$ cat src/rtl/cla_pkg.sv
// Shared definitions for the pipelined carry-lookahead adder: group width,
// the 4-bit lookahead equations and the per-stage pipeline record.
package cla_pkg;

    localparam int GROUP_W = 4;
    localparam int MAX_W   = 64;

    typedef struct packed {
        logic [GROUP_W-1:0] s;
        logic               co;
        logic               c3;
    } grp_res_t;

    // Operand and sum fields are sized for the widest supported adder.
    typedef struct packed {
        logic             valid;
        logic [MAX_W-1:0] a_hi;
        logic [MAX_W-1:0] b_hi;
        logic [MAX_W-1:0] sum_lo;
        logic             carry;
    } stage_t;

    function automatic grp_res_t cla4(input logic [GROUP_W-1:0] a,
                                      input logic [GROUP_W-1:0] b,
                                      input logic               ci);
        logic [GROUP_W-1:0] g;
        logic [GROUP_W-1:0] p;
        logic [GROUP_W:0]   c;
        grp_res_t           r;
        g    = a & b;
        p    = a ^ b;
        c[0] = ci;
        c[1] = g[0] | (p[0] & ci);
        c[2] = g[1] | (p[1] & g[0]) | (p[1] & p[0] & ci);
        c[3] = g[2] | (p[2] & g[1]) | (p[2] & p[1] & g[0]) | (p[2] & p[1] & p[0] & ci);
        c[4] = g[3] | (p[3] & g[2]) | (p[3] & p[2] & g[1]) | (p[3] & p[2] & p[1] & g[0])
             | (p[3] & p[2] & p[1] & p[0] & ci);
        r.s  = p ^ c[GROUP_W-1:0];
        r.co = c[4];
        r.c3 = c[3];
        return r;
    endfunction

endpackage

$ cat src/rtl/cla_group4.sv
// Combinational 4-bit carry-lookahead group; c3 is the carry into the group MSB.
module cla_group4
    import cla_pkg::*;
(
    input  logic [GROUP_W-1:0] a,
    input  logic [GROUP_W-1:0] b,
    input  logic               ci,
    output logic [GROUP_W-1:0] s,
    output logic               co,
    output logic               c3
);

    grp_res_t res;

    assign res = cla4(a, b, ci);
    assign s   = res.s;
    assign co  = res.co;
    assign c3  = res.c3;

endmodule

$ cat src/rtl/cla_pipe_adder.sv
// Pipelined carry-lookahead add/subtract: one 4-bit group per stage, the group
// carry rippling through registers, with a global valid/ready stall.
module cla_pipe_adder
    import cla_pkg::*;
#(
    parameter int WIDTH = 16
) (
    input  logic             CLK,
    input  logic             reset,
    input  logic             in_valid,
    output logic             in_ready,
    input  logic [WIDTH-1:0] a,
    input  logic [WIDTH-1:0] b,
    input  logic             cin,
    input  logic             sub,
    output logic             out_valid,
    input  logic             out_ready,
    output logic [WIDTH-1:0] sum,
    output logic             cout,
    output logic             ovf
);

    localparam int NG = WIDTH / GROUP_W;

    logic               stall;
    logic               accept;
    logic [WIDTH-1:0]   b_eff;
    stage_t             in_rec;
    stage_t             stage_p [NG];
    logic [GROUP_W-1:0] grp_s   [NG];
    logic               grp_co  [NG];
    logic               grp_c3  [NG];

    assign stall    = out_valid & ~out_ready;
    assign in_ready = ~stall;
    assign accept   = in_valid & in_ready;

    // Subtraction is folded into the operands once, at accept.
    assign b_eff         = sub ? ~b : b;
    assign in_rec.valid  = accept;
    assign in_rec.a_hi   = MAX_W'(a);
    assign in_rec.b_hi   = MAX_W'(b_eff);
    assign in_rec.sum_lo = '0;
    assign in_rec.carry  = cin ^ sub;

    for (genvar k = 0; k < NG; k++) begin : g_grp
        cla_group4 u_grp (
            .a  (stage_p[k].a_hi[GROUP_W*k +: GROUP_W]),
            .b  (stage_p[k].b_hi[GROUP_W*k +: GROUP_W]),
            .ci (stage_p[k].carry),
            .s  (grp_s[k]),
            .co (grp_co[k]),
            .c3 (grp_c3[k])
        );
    end

    always_ff @(posedge CLK or posedge reset) begin
        if (reset) begin
            for (int k = 0; k < NG; k++) begin
                stage_p[k] <= '0;
            end
            out_valid <= 1'b0;
            sum       <= '0;
            cout      <= 1'b0;
            ovf       <= 1'b0;
        end else if (!stall) begin
            // Stage 0 captures the transformed operands; stage k holds group k-1 done.
            stage_p[0] <= in_rec;
            for (int k = 1; k < NG; k++) begin
                stage_p[k]                                   <= stage_p[k-1];
                stage_p[k].sum_lo[GROUP_W*(k-1) +: GROUP_W] <= grp_s[k-1];
                stage_p[k].carry                             <= grp_co[k-1];
            end
            // Output register: results only change when a real beat completes.
            out_valid <= stage_p[NG-1].valid;
            if (stage_p[NG-1].valid) begin
                sum                      <= stage_p[NG-1].sum_lo[WIDTH-1:0];
                sum[WIDTH-1 -: GROUP_W]  <= grp_s[NG-1];
                cout                     <= grp_co[NG-1];
                ovf                      <= grp_c3[NG-1] ^ grp_co[NG-1];
            end
        end
    end

endmodule

$ cat config.mk
export PLATFORM = sky130hd
export DESIGN_NAME = cla_pipe_adder
export DESIGN_NICKNAME = d
export VERILOG_FILES = /design/src/rtl/cla_pkg.sv /design/src/rtl/cla_group4.sv /design/src/rtl/cla_pipe_adder.sv
export SDC_FILE = /design/constraint.sdc
export NUM_CORES = 1
export LEC_CHECK = 0
export BUFFER_PORTS_ARGS = -buffer_cell sky130_fd_sc_hd__buf_2
export CAP_MARGIN = 20
export CORE_UTILIZATION = 53
export DETAILED_ROUTE_END_ITERATION = 16
export PLACE_DENSITY = 0.81
export SYNTH_ARGS = -nofsm -noshare
export SYNTH_HDL_FRONTEND = slang
export SYNTH_SLANG_ARGS = --single-unit
$ cat constraint.sdc
create_clock -name CLK -period 3.96 [get_ports CLK]
set_input_delay 0.198 -clock CLK [delete_from_list [all_inputs] [get_ports CLK]]
set_output_delay 0.198 -clock CLK [all_outputs]
set_load 0.05 [all_outputs]
==> Flow_metrics.wiki, run 1 <==
{| class="wikitable"
! Metric !! Value
|-
| HPWL after detailed placement || 6.03 mm
|-
| Vias in the first global route || 4097
|-
| F_max || 458 MHz
|-
| Power per standard cell area || 882 nW/um^2
|-
| CTS root buffer || sky130_fd_sc_hd__clkbuf_8
|-
| # placed instances || 737
|-
| Crit path max-delay cell type || sky130_fd_sc_hd__inv_6
|-
| Die outline width || 105 um
|-
| Critical setup path kind || reg -> out
|-
| Unrepaired setup endpoints after global routing || false
|-
| Fraction of final layout cells sized beyond drive strength 1 || 16.5%
|-
| Final count of hold timing violations || 0
|-
| Std-Cell Core Area || 10300 sq um
|-
| Synth Register Bits || 131
|-
| CP top delay family || buffers and inverters
|-
| Startpoint Class || flop
|-
| Final std cells w/o fill || 803
|-
| Share of the cycle needed by the critical path after routing || 55.1%
|-
| Main flop type after synthesis || sky130_fd_sc_hd__dfrtp_1
|-
| Data arrival time of the critical path || 1990 ps
|-
| Number of max-cap violations || 0
|-
| Inserted Clock Buffers || 17
|-
| Global router's overall resource usage || 22.2%
|-
| Wire length of the first global-routing pass || 19.1 mm
|-
| Highest fanout seen on the critical path || 108
|-
| Die Outline Area || 11000 sq um
|-
| N_diodes || 0
|-
| Area grow syn2layout || 23.0%
|-
| Syn Area/Cell || 9.83 sq um
|-
| Initial DRC count || 259
|-
| Shortest clock period the worst path allows after layout || 2180 ps
|-
| Cell Rows || 37
|-
| RD Place Congestion || 0.773
|-
| Reg clk slew, reported paths || 60 ps
|-
| Post-CTS sizing || 0
|-
| Remaining antenna violation count || 0
|-
| Path category of the worst min-delay check || in -> reg
|-
| Detailed-route vias per instance || 5.10
|-
| Outcome || complete, no violations
|-
| Number of enable-type register cells in the synthesized netlist || 0
|-
| Number of ports placed on the die boundary || 58
|-
| TritonRoute pass-1 iters || 5
|-
| Type of destination of the critical path || output pin
|-
| Final-report setup violation count || 0
|-
| Fraction of synthesis flops using an asynchronous set or reset pin || 100%
|-
| Largest net degree at the start of global routing || 122
|-
| Via count of the routed design || 4099
|-
| Input/output buffers || 57
|-
| DIE HEIGHT || 105 um
|-
| Number of buffer and inverter stages on the critical path || 2
|-
| Unique masters post-synth || 28
|-
| Post-CTS Setup Bufs || 0
|-
| Transition at the pin with the smallest max-transition slack || 1100 ps
|-
| Critical path required time || 3760 ps
|-
| Sequential share of the synthesized area || 58.5%
|-
| Leading cell types in the layout, fill and taps excluded || sky130_fd_sc_hd__nand2_1 (264), sky130_fd_sc_hd__dfrtp_1 (131), sky130_fd_sc_hd__buf_2 (57), sky130_fd_sc_hd__o21ai_0 (37), sky130_fd_sc_hd__dlygate4sd3_1 (34)
|-
| Clock sink total || 131
|-
| Number of max-slew violations in the final report || 0
|-
| VDD IR-drop max || 432 uV
|-
| Clock network latency to the later pin of the worst-skew pair || 520 ps
|-
| Most frequent standard cell in the layout excluding fill and tap cells || sky130_fd_sc_hd__nand2_1
|-
| Stage delay of the slowest cell on the critical path || 510 ps
|-
| Number of fillers in the final layout || 766
|-
| Leakage || 3.50 nW
|-
| H-tree levels || 4
|-
| Remaining global-route overflow || 0
|-
| Drt total wl || 11.1 mm
|-
| Cell Chain, Critical Path || nor2b_4 > inv_6 > buf_2
|-
| Area of the mapped netlist || 5600 sq um
|-
| Antenna violations before repair || 0
|-
| Wire length per cell || 13.8 um
|-
| Clock tree from TritonCTS || built
|-
| Syn Inst Count || 570
|-
| Final Power || 0.00608 W
|-
| Slew HR || 26.7%
|-
| Number of nets in the layout || 712
|-
| Warnings, synthesis || 0
|-
| Setup total negative slack || 0 ps
|-
| Post-route clock skew || 15.2 ps
|-
| Initial Util || 54.5%
|-
| Synthesized Nets || 628
|-
| Number of buffers inserted for hold repair after clock tree synthesis || 34
|-
| DRC errors left || 0
|-
| Longest Clk Path Bufs || 2
|}
==> cells in the mapped netlist (all sizes together), types with 5 or more instances <==
| library cell | count | area share (%) |
|---|---|---|
| dfrtp | 131 | 59 |
| xnor2 | 21 | 3.3 |
| ha | 16 | 3.6 |
| inv | 8 | 0.63 |
| o21ai | 38 | 3.4 |
| clkbuf | 8 | 0.54 |
| nor2 | 8 | 0.54 |
| xor2 | 5 | 0.78 |
| buf | 21 | 2.3 |
| a21oi | 12 | 1.1 |
| nand2 | 265 | 18 |
| mux2 | 13 | 3.4 |
| a211oi | 8 | 1.1 |
==> final cells by class <==
type	instances	area, sq um	share of cell area (%)
Inverter	8	37.5	0.545
Tap cell	136	170	2.47
Clock buffer	17	414	6.01
Timing Repair Buffer	94	648	9.40
Multi-Input combinational cell	402	2140	31.0
Clock inverter	15	206	3.00
Sequential cell	131	3280	47.6
==> worst register-to-register path: cells and delay by family, from the launching register on <==
family	cells	cell delay (ps)
flip-flops	1	340
AND/OR/NAND/NOR	1	200
AO/OA/AOI/OAI	1	320
buffers and inverters	1	840
==> logic make-up (layout without fill, tap and decap cells) <==
logic type	after synthesis	in the layout	synth area share [%]
AND/OR/NAND/NOR	277	277	18.8
flip-flops	131	131	58.5
AO/OA/AOI/OAI	65	65	6.52
buffers and inverters	37	134	3.46
XOR/XNOR	26	26	4.06
adder cells (fa/ha/maj)	20	20	5.00
multiplexers	14	14	3.60
==> flip-flops by register name, summed over array words and instances, names as in the netlist <==
register / cells
out_valid: 1
stage_p: 112
sum: 16
ovf: 1
cout: 1
==> path summary, 6_finish.rpt <==
path | startpoint | end | slack [ps] | cells after the start
worst min-delay path | cin | stage_p[582] | 5 | 4
min in group asynchronous | reset | stage_p[531] | 390 | 3
worst min register to register | stage_p[198] | stage_p[198] | 460 | 2
max in group asynchronous | reset | stage_p[270] | 2560 | 4
worst max-delay path | out_valid | in_ready | 1780 | 3
worst max register to register | out_valid | stage_p[12] | 2070 | 3
==> metrics by stage <==
stage	worst slack (ps)	hold WS [ps]	area (sq um)	util (%)
5_1_grt	1670	68.2	6890	67.1
2_1_floorplan	264	310	5600	-
4_1_cts	1780	0.0323	6890	67.1
3_3_place_gp	2130	397	5930	57.7
3_5_place_dp	2110	400	5930	57.7
6_report	1780	4.55	6890	67.1
==> metal layers <==
metal  part of all wire [%]  GRT usage, %  wire, um
met5                      0             0         0
met1                     43          27.7      4820
met2                     51          36.7      5620
met3                    3.6          5.36       396
met4                    2.3          10.2       250
==> power by group <==
group / internal (W) / switching, W / total (W)
Clock: 0.00103 / 0.000604 / 0.00163
Combinational: 0.000813 / 0.00132 / 0.00213
Sequential: 0.00194 / 0.000378 / 0.00232
Note: power is estimated with default switching activity, not from simulation.
==> run 2: changes to the inputs <==
Settings changed: CORE_UTILIZATION 53 to 58, PLACE_DENSITY 0.81 to 0.84.
Clock period 3.96 ns to 2.05 ns, I/O delays scaled along.
==> Flow_metrics.wiki, run 2 (synthesized netlist as in run 1, its figures left out) <==
{| class="wikitable"
! Metric !! Value
|-
| Remaining antenna violation count || 0 (unchanged)
|-
| Inserted Clock Buffers || 17 (unchanged)
|-
| Setup slack of the most critical reg-to-reg path || 270 ps (-1800 ps)
|-
| Number of ports placed on the die boundary || 58 (unchanged)
|-
| H-tree levels || 4 (unchanged)
|-
| Wire length of the first global-routing pass || 18.9 mm (-0.97%)
|-
| Initial DRC count || 325 (+25%)
|-
| Critical path required time || 1950 ps (-1810 ps)
|-
| Biggest registers after layout || stage_p (112), sum (16)
|-
| Fraction of final layout cells sized beyond drive strength 1 || 16.3% (-0.17 points)
|-
| Hold path startpoint || out_ready
|-
| Leakage || 3.52 nW (+0.54%)
|-
| Vias in the first global route || 4120 (+0.56%)
|-
| Largest net degree at the start of global routing || 132 (+8.2%)
|-
| Clock tree from TritonCTS || built
|-
| Remaining global-route overflow || 0 (unchanged)
|-
| Most frequent standard cell in the layout excluding fill and tap cells || sky130_fd_sc_hd__nand2_1
|-
| Via count of the routed design || 4036 (-1.5%)
|-
| Unrepaired setup endpoints after global routing || false
|-
| Die outline width || 100 um (-4.3%)
|-
| N_diodes || 0 (unchanged)
|-
| Most flops, register || stage_p
|-
| Share of the cycle needed by the critical path after routing || 94.4%
|-
| Worst flop-to-flop path endpoint || stage_p[388]
|-
| Post-route clock skew || 6.15 ps (-9.05 ps)
|-
| Reg clk slew, reported paths || 60 ps (about the same)
|-
| Area grow syn2layout || 23.7%
|-
| Detailed-route vias per instance || 5.06 (-0.80%)
|-
| DIE HEIGHT || 100 um (-4.3%)
|-
| Setup total negative slack || 0 ps (unchanged)
|-
| Number of nets in the layout || 713 (+0.14%)
|-
| Clock sink total || 131 (unchanged)
|-
| Number of max-slew violations in the final report || 0 (unchanged)
|-
| R2R cell count || 5 (+2)
|-
| Global router's overall resource usage || 24.6% (+2.4 points)
|-
| Antenna violations before repair || 0 (unchanged)
|-
| Final-report setup violation count || 0 (unchanged)
|-
| Transition at the pin with the smallest max-transition slack || 658 ps (-441 ps)
|-
| CTS root buffer || sky130_fd_sc_hd__clkbuf_8
|-
| Hold depth || 4 (unchanged)
|-
| F_max || 517 MHz
|-
| Data arrival time of the critical path || 1830 ps (-160 ps)
|-
| Power per standard cell area || 1690 nW/um^2 (+91%)
|-
| Path category of the worst min-delay check || in -> reg
|-
| Longest Clk Path Bufs || 2 (unchanged)
|-
| Type of destination of the critical path || output pin
|-
| Die Outline Area || 10100 sq um (-8.5%)
|-
| Clock network latency to the later pin of the worst-skew pair || 520 ps (about the same)
|-
| Number of flip-flops under the largest register name || 112 (unchanged)
|-
| DRC errors left || 0 (unchanged)
|-
| Critical setup path kind || reg -> out
|-
| RD Place Congestion || 0.748 (-3.2%)
|-
| Cell Rows || 35 (-5.4%)
|-
| Input/output buffers || 57 (unchanged)
|-
| Drt total wl || 10.8 mm (-2.2%)
|-
| Wire length per cell || 13.6 um (-1.5%)
|-
| Post-CTS Setup Bufs || 0 (unchanged)
|-
| Outcome || complete, no violations
|-
| Shortest clock period the worst path allows after layout || 1930 ps
|-
| Final count of hold timing violations || 0 (unchanged)
|-
| Worst hold path endpoint || out_valid
|-
| Slew HR || 56.1% (+29 points)
|-
| Std-Cell Core Area || 9280 sq um (-9.7%)
|-
| Area after detailed placement || 5960 sq um (+0.51%)
|-
| Highest fanout seen on the critical path || 65 (-40%)
|-
| Number of max-cap violations || 0 (unchanged)
|-
| Initial Util || 60.4% (+5.8 points)
|-
| HPWL after detailed placement || 6.22 mm (+3.2%)
|-
| Startpoint Class || flop
|-
| TritonRoute pass-1 iters || 4 (-1)
|-
| Leading cell types in the layout, fill and taps excluded || sky130_fd_sc_hd__nand2_1 (264), sky130_fd_sc_hd__dfrtp_1 (131), sky130_fd_sc_hd__buf_2 (56), sky130_fd_sc_hd__o21ai_0 (37), sky130_fd_sc_hd__dlygate4sd3_1 (35)
|-
| Startpoint of the lowest-slack register-to-register path || stage_p[647]
|-
| Final Instance Area || 6930 sq um (+0.54%)
|-
| VDD IR-drop max || 856 uV (+98%)
|-
| Critical Path Start || out_valid
|}
run 2: cell types whose count changed in the layout (fill, tap and decap cells not counted), sizes merged:
cell,delta
inv,-3
clkinv,+2
clkbuf,+1
dlygate4sd3,+1
run 2: per-stage QoR:
step / utilization (%) / hold slack (ps) / setup WS, ps / total power [W] / cells
2_1_floorplan: - / 215 / 324 / 0.00760 / 570
3_3_place_gp: 64.2 / 299 / 483 / 0.00823 / 730
5_1_grt: 74.6 / 103 / 17.8 / 0.0125 / 797
4_1_cts: 74.5 / 114 / 55.2 / 0.0117 / 797
3_5_place_dp: 64.2 / 303 / 395 / 0.00851 / 730
6_report: 74.6 / 77.7 / 115 / 0.0117 / 797
run 2: where the power goes:
part,leakage (nW),total (W),switching (W),internal [W]
Sequential,1.58,0.00447,0.000718,0.00375
Clock,0.287,0.00306,0.00110,0.00197
Combinational,1.65,0.00416,0.00254,0.00162
Total,3.52,0.0117,0.00435,0.00734
run 2: layer usage:
metal | wire (um) | global-route usage [%] | vias up
met3 | 399 | 7.17 | 22
met2 | 5540 | 40.0 | 100
met5 | 0 | 0 | -
met1 | 4650 | 31.6 | 1931
met4 | 252 | 9.25 | 0
li1 | - | - | 1983
run 2: cell type report:
class	count	area, sq um
clock buffers	18	418
clock inverters	14	188
fillers	601	2350
inverters	8	41.3
multi-input cells	402	2140
flip-flops and latches	131	3280
well taps	129	161
repair buffers	95	706
run 2: repair_timing:
item | in CTS | in global routing
hold buffers | 35 | 0
endpoints found under the hold margin | 165 | 0
resized for setup | 1 | 2
setup endpoints to repair | 1 | 1
run 2: critical path: stages (launching register included):
cell	delay (ps)
sky130_fd_sc_hd__dfrtp_1	370
sky130_fd_sc_hd__nor2b_4	160
sky130_fd_sc_hd__inv_8	210
sky130_fd_sc_hd__buf_16	280
sky130_fd_sc_hd__buf_4	250
run 2: worst max path at each step:
stage / depth (start not counted) / slack (ps) / end
5_1_grt: 4 / 20 / in_ready
4_1_cts: 4 / 60 / in_ready
6_report: 4 / 120 / in_ready
3_5_place_dp: 5 / 390 / sum[15]
2_1_floorplan: 1 / 320 / cout
3_3_place_gp: 5 / 480 / sum[15]
==> run 3: changes to the inputs <==
Settings changed: CELL_PAD_IN_SITES_DETAIL_PLACEMENT set to 0, CELL_PAD_IN_SITES_GLOBAL_PLACEMENT set to 1, CORE_UTILIZATION 58 to 46, PLACE_DENSITY 0.84 to 0.85.
==> Flow_metrics.wiki, run 3 (synthesized netlist as in run 1, its figures left out) <==
{| class="wikitable"
! Metric !! Value
|-
| N_diodes || 0 (unchanged)
|-
| Peak-usage layer in the global routing report || met2
|-
| GR Util met1 || 25.0% (-6.5 points)
|-
| Relative contribution of combinational cells to total power || 35.6% (about the same)
|-
| Clock network latency to the later pin of the worst-skew pair || 410 ps (-110 ps)
|-
| Post-CTS sizing || 0 (-1)
|-
| Number of max-cap violations || 0 (unchanged)
|-
| Slew HR || 52.2% (-4.0 points)
|-
| Die outline width || 112 um (+12%)
|-
| F_max || 571 MHz (+10%)
|-
| Via count of the routed design || 3890 (-3.6%)
|-
| Shortest clock period the worst path allows after layout || 1750 ps (-183 ps)
|-
| Type of destination of the critical path || output pin
|-
| Setup total negative slack || 0 ps (unchanged)
|-
| Critical path required time || 1950 ps (about the same)
|-
| TritonRoute pass-1 iters || 6 (+2)
|-
| # placed instances || 745 (+2.1%)
|-
| Number of flip-flops under the largest register name || 112 (unchanged)
|-
| Total internal power || 0.00726 W (-1.0%)
|-
| Data arrival time of the critical path || 1650 ps (-180 ps)
|-
| Most frequent standard cell in the layout excluding fill and tap cells || sky130_fd_sc_hd__nand2_1
|-
| Cell Rows || 39 (+11%)
|-
| Clock tree from TritonCTS || built
|-
| Post-CTS Setup Bufs || 0 (unchanged)
|-
| DRC errors left || 0 (unchanged)
|-
| Number of nets in the layout || 712 (-0.14%)
|-
| Largest net degree at the start of global routing || 132 (unchanged)
|-
| DIE HEIGHT || 112 um (+12%)
|-
| Seq. cell area || 3280 sq um (unchanged)
|-
| Unrepaired setup endpoints after global routing || false
|-
| Std-Cell Core Area || 11700 sq um (+26%)
|-
| Inserted Clock Buffers || 17 (unchanged)
|-
| Number of fillers in the final layout || 1005 (+67%)
|-
| Remaining antenna violation count || 0 (unchanged)
|-
| Remaining global-route overflow || 0 (unchanged)
|-
| Wire length of the first global-routing pass || 18.1 mm (-4.2%)
|-
| H-tree levels || 4 (unchanged)
|-
| Outcome || complete, no violations
|-
| Cell Chain, Critical Path || nor2b_4 > inv_6 > buf_12 > buf_2
|-
| Number of ports placed on the die boundary || 58 (unchanged)
|-
| Highest fanout seen on the critical path || 56 (-14%)
|-
| CTS root buffer || sky130_fd_sc_hd__clkbuf_16
|-
| Leading cell types in the layout, fill and taps excluded || sky130_fd_sc_hd__nand2_1 (264), sky130_fd_sc_hd__dfrtp_1 (131), sky130_fd_sc_hd__buf_2 (57), sky130_fd_sc_hd__o21ai_0 (37), sky130_fd_sc_hd__dlygate4sd3_1 (33)
|-
| Global-route met2 utilization || 27.3% (-13 points)
|-
| Final count of hold timing violations || 0 (unchanged)
|-
| Area grow syn2layout || 23.3%
|-
| RD Place Congestion || 0.766 (+2.4%)
|-
| Initial DRC count || 238 (-27%)
|-
| Wire length per cell || 12.5 um (-8.2%)
|-
| Stage delay of the slowest cell on the critical path || 370 ps (about the same)
|-
| Input/output buffers || 57 (unchanged)
|-
| Net Switching || 0.00418 W (-3.9%)
|-
| Detailed-route vias per instance || 4.80 (-5.2%)
|-
| Fraction of power consumed by sequential logic || 38.6% (+0.4 points)
|-
| Switching Share || 36.5% (-0.69 points)
|-
| Most flops, register || stage_p
|-
| Clock power share || 25.8% (-0.4 points)
|-
| Post-route clock skew || 5.98 ps (-0.178 ps)
|-
| Final Power || 0.0114 W (-2.1%)
|-
| Global router's overall resource usage || 18.1% (-6.5 points)
|-
| Area of the multi-input gates || 2140 sq um (unchanged)
|-
| Path category of the worst min-delay check || in -> reg
|-
| Share of the cycle needed by the critical path after routing || 85.5% (-8.9 points)
|-
| HPWL after detailed placement || 6.27 mm (+0.71%)
|-
| Clock sink total || 131 (unchanged)
|-
| Biggest registers after layout || stage_p (112), sum (16)
|-
| Leakage || 3.51 nW (-0.14%)
|-
| Transition at the pin with the smallest max-transition slack || 717 ps (+59.6 ps)
|-
| Fraction of final layout cells sized beyond drive strength 1 || 16.5% (+0.17 points)
|-
| Antenna violations before repair || 0 (unchanged)
|-
| Crit path max-delay cell type || sky130_fd_sc_hd__dfrtp_1
|-
| Layout Utilization || 59.2% (-15 points)
|-
| Longest Clk Path Bufs || 2 (unchanged)
|-
| Vias in the first global route || 3880 (-5.8%)
|-
| Initial Util || 48.0% (-12 points)
|-
| Power per standard cell area || 1660 nW/um^2 (-1.8%)
|-
| Drt total wl || 10.1 mm (-6.7%)
|-
| Final-report setup violation count || 0 (unchanged)
|-
| VDD IR-drop max || 856 uV (about the same)
|-
| Critical setup path kind || reg -> out
|-
| Startpoint Class || flop
|-
| Final std cells w/o fill || 810 (+1.6%)
|-
| Met3 track utilization from global routing || 4.70% (-2.5 points)
|-
| Number of max-slew violations in the final report || 0 (unchanged)
|-
| Reg clk slew, reported paths || 50 ps (about the same)
|-
| Die Outline Area || 12600 sq um (+26%)
|}
run 3: cell types whose count changed in the layout (fill, tap and decap cells not counted), sizes merged:
cell	before	now
clkbuf	18	22
bufinv	4	2
buf	60	61
dlygate4sd3	35	33
clkinvlp	5	3
run 3: final timing paths:
kind / startpoint / endpoint / slack [ps] / cells past startpoint
max in group asynchronous: reset / stage_p[333] / 1070 / 4
hold / removal: b[15] / stage_p[662] / 10 / 3
setup / recovery: out_valid / in_ready / 300 / 4
hold reg to reg: stage_p[6] / stage_p[6] / 460 / 2
min in group asynchronous: reset / sum[4] / 400 / 4
setup reg to reg: stage_p[77] / ovf / 380 / 5
run 3: critical path, delay by kind of cell, from the launching register on:
kind	cells	cell delay, ps
buf+inv	3	680
simple gates	1	150
flops	1	370
run 3: repair_timing:
| action | CTS | global route |
|---|---|---|
| endpoints found under the setup margin | 0 | 0 |
| hold buffers | 33 | 0 |
| endpoints found under the hold margin | 163 | 0 |
run 3: power by group through the flow:
stage / Clock (W) / Sequential, W / Combinational, W
4_1_cts: 0.00301 / 0.00443 / 0.00414
6_report: 0.00295 / 0.00442 / 0.00407
3_5_place_dp: 0 / 0.00446 / 0.00407
5_1_grt: 0.00312 / 0.00456 / 0.00458
3_3_place_gp: 0 / 0.00441 / 0.00391
2_1_floorplan: 0 / 0.00493 / 0.00267
run 3: layer usage:
layer | up-vias | wire length, um
li1 | 1980 | -
met5 | - | 0
met1 | 1844 | 5110
met4 | 0 | 118
met2 | 55 | 4570
met3 | 11 | 320
run 3: metrics by stage:
| stage | worst slack, ps | hold WS [ps] | area [sq um] |
|---|---|---|---|
| 5_1_grt | 217 | 7.74 | 6910 |
| 4_1_cts | 290 | 1.45 | 6910 |
| 3_5_place_dp | 403 | 305 | 5990 |
| 6_report | 298 | 9.59 | 6910 |
| 2_1_floorplan | 324 | 215 | 5610 |
| 3_3_place_gp | 477 | 298 | 5990 |
run 3: area by class of cell:
| class | count | share of cell area (%) |
|---|---|---|
| well taps | 143 | 2.59 |
| inverters | 8 | 0.562 |
| flip-flops and latches | 131 | 47.5 |
| clock inverters | 10 | 1.52 |
| multi-input cells | 402 | 31.0 |
| clock buffers | 22 | 7.01 |
| repair buffers | 94 | 9.89 |
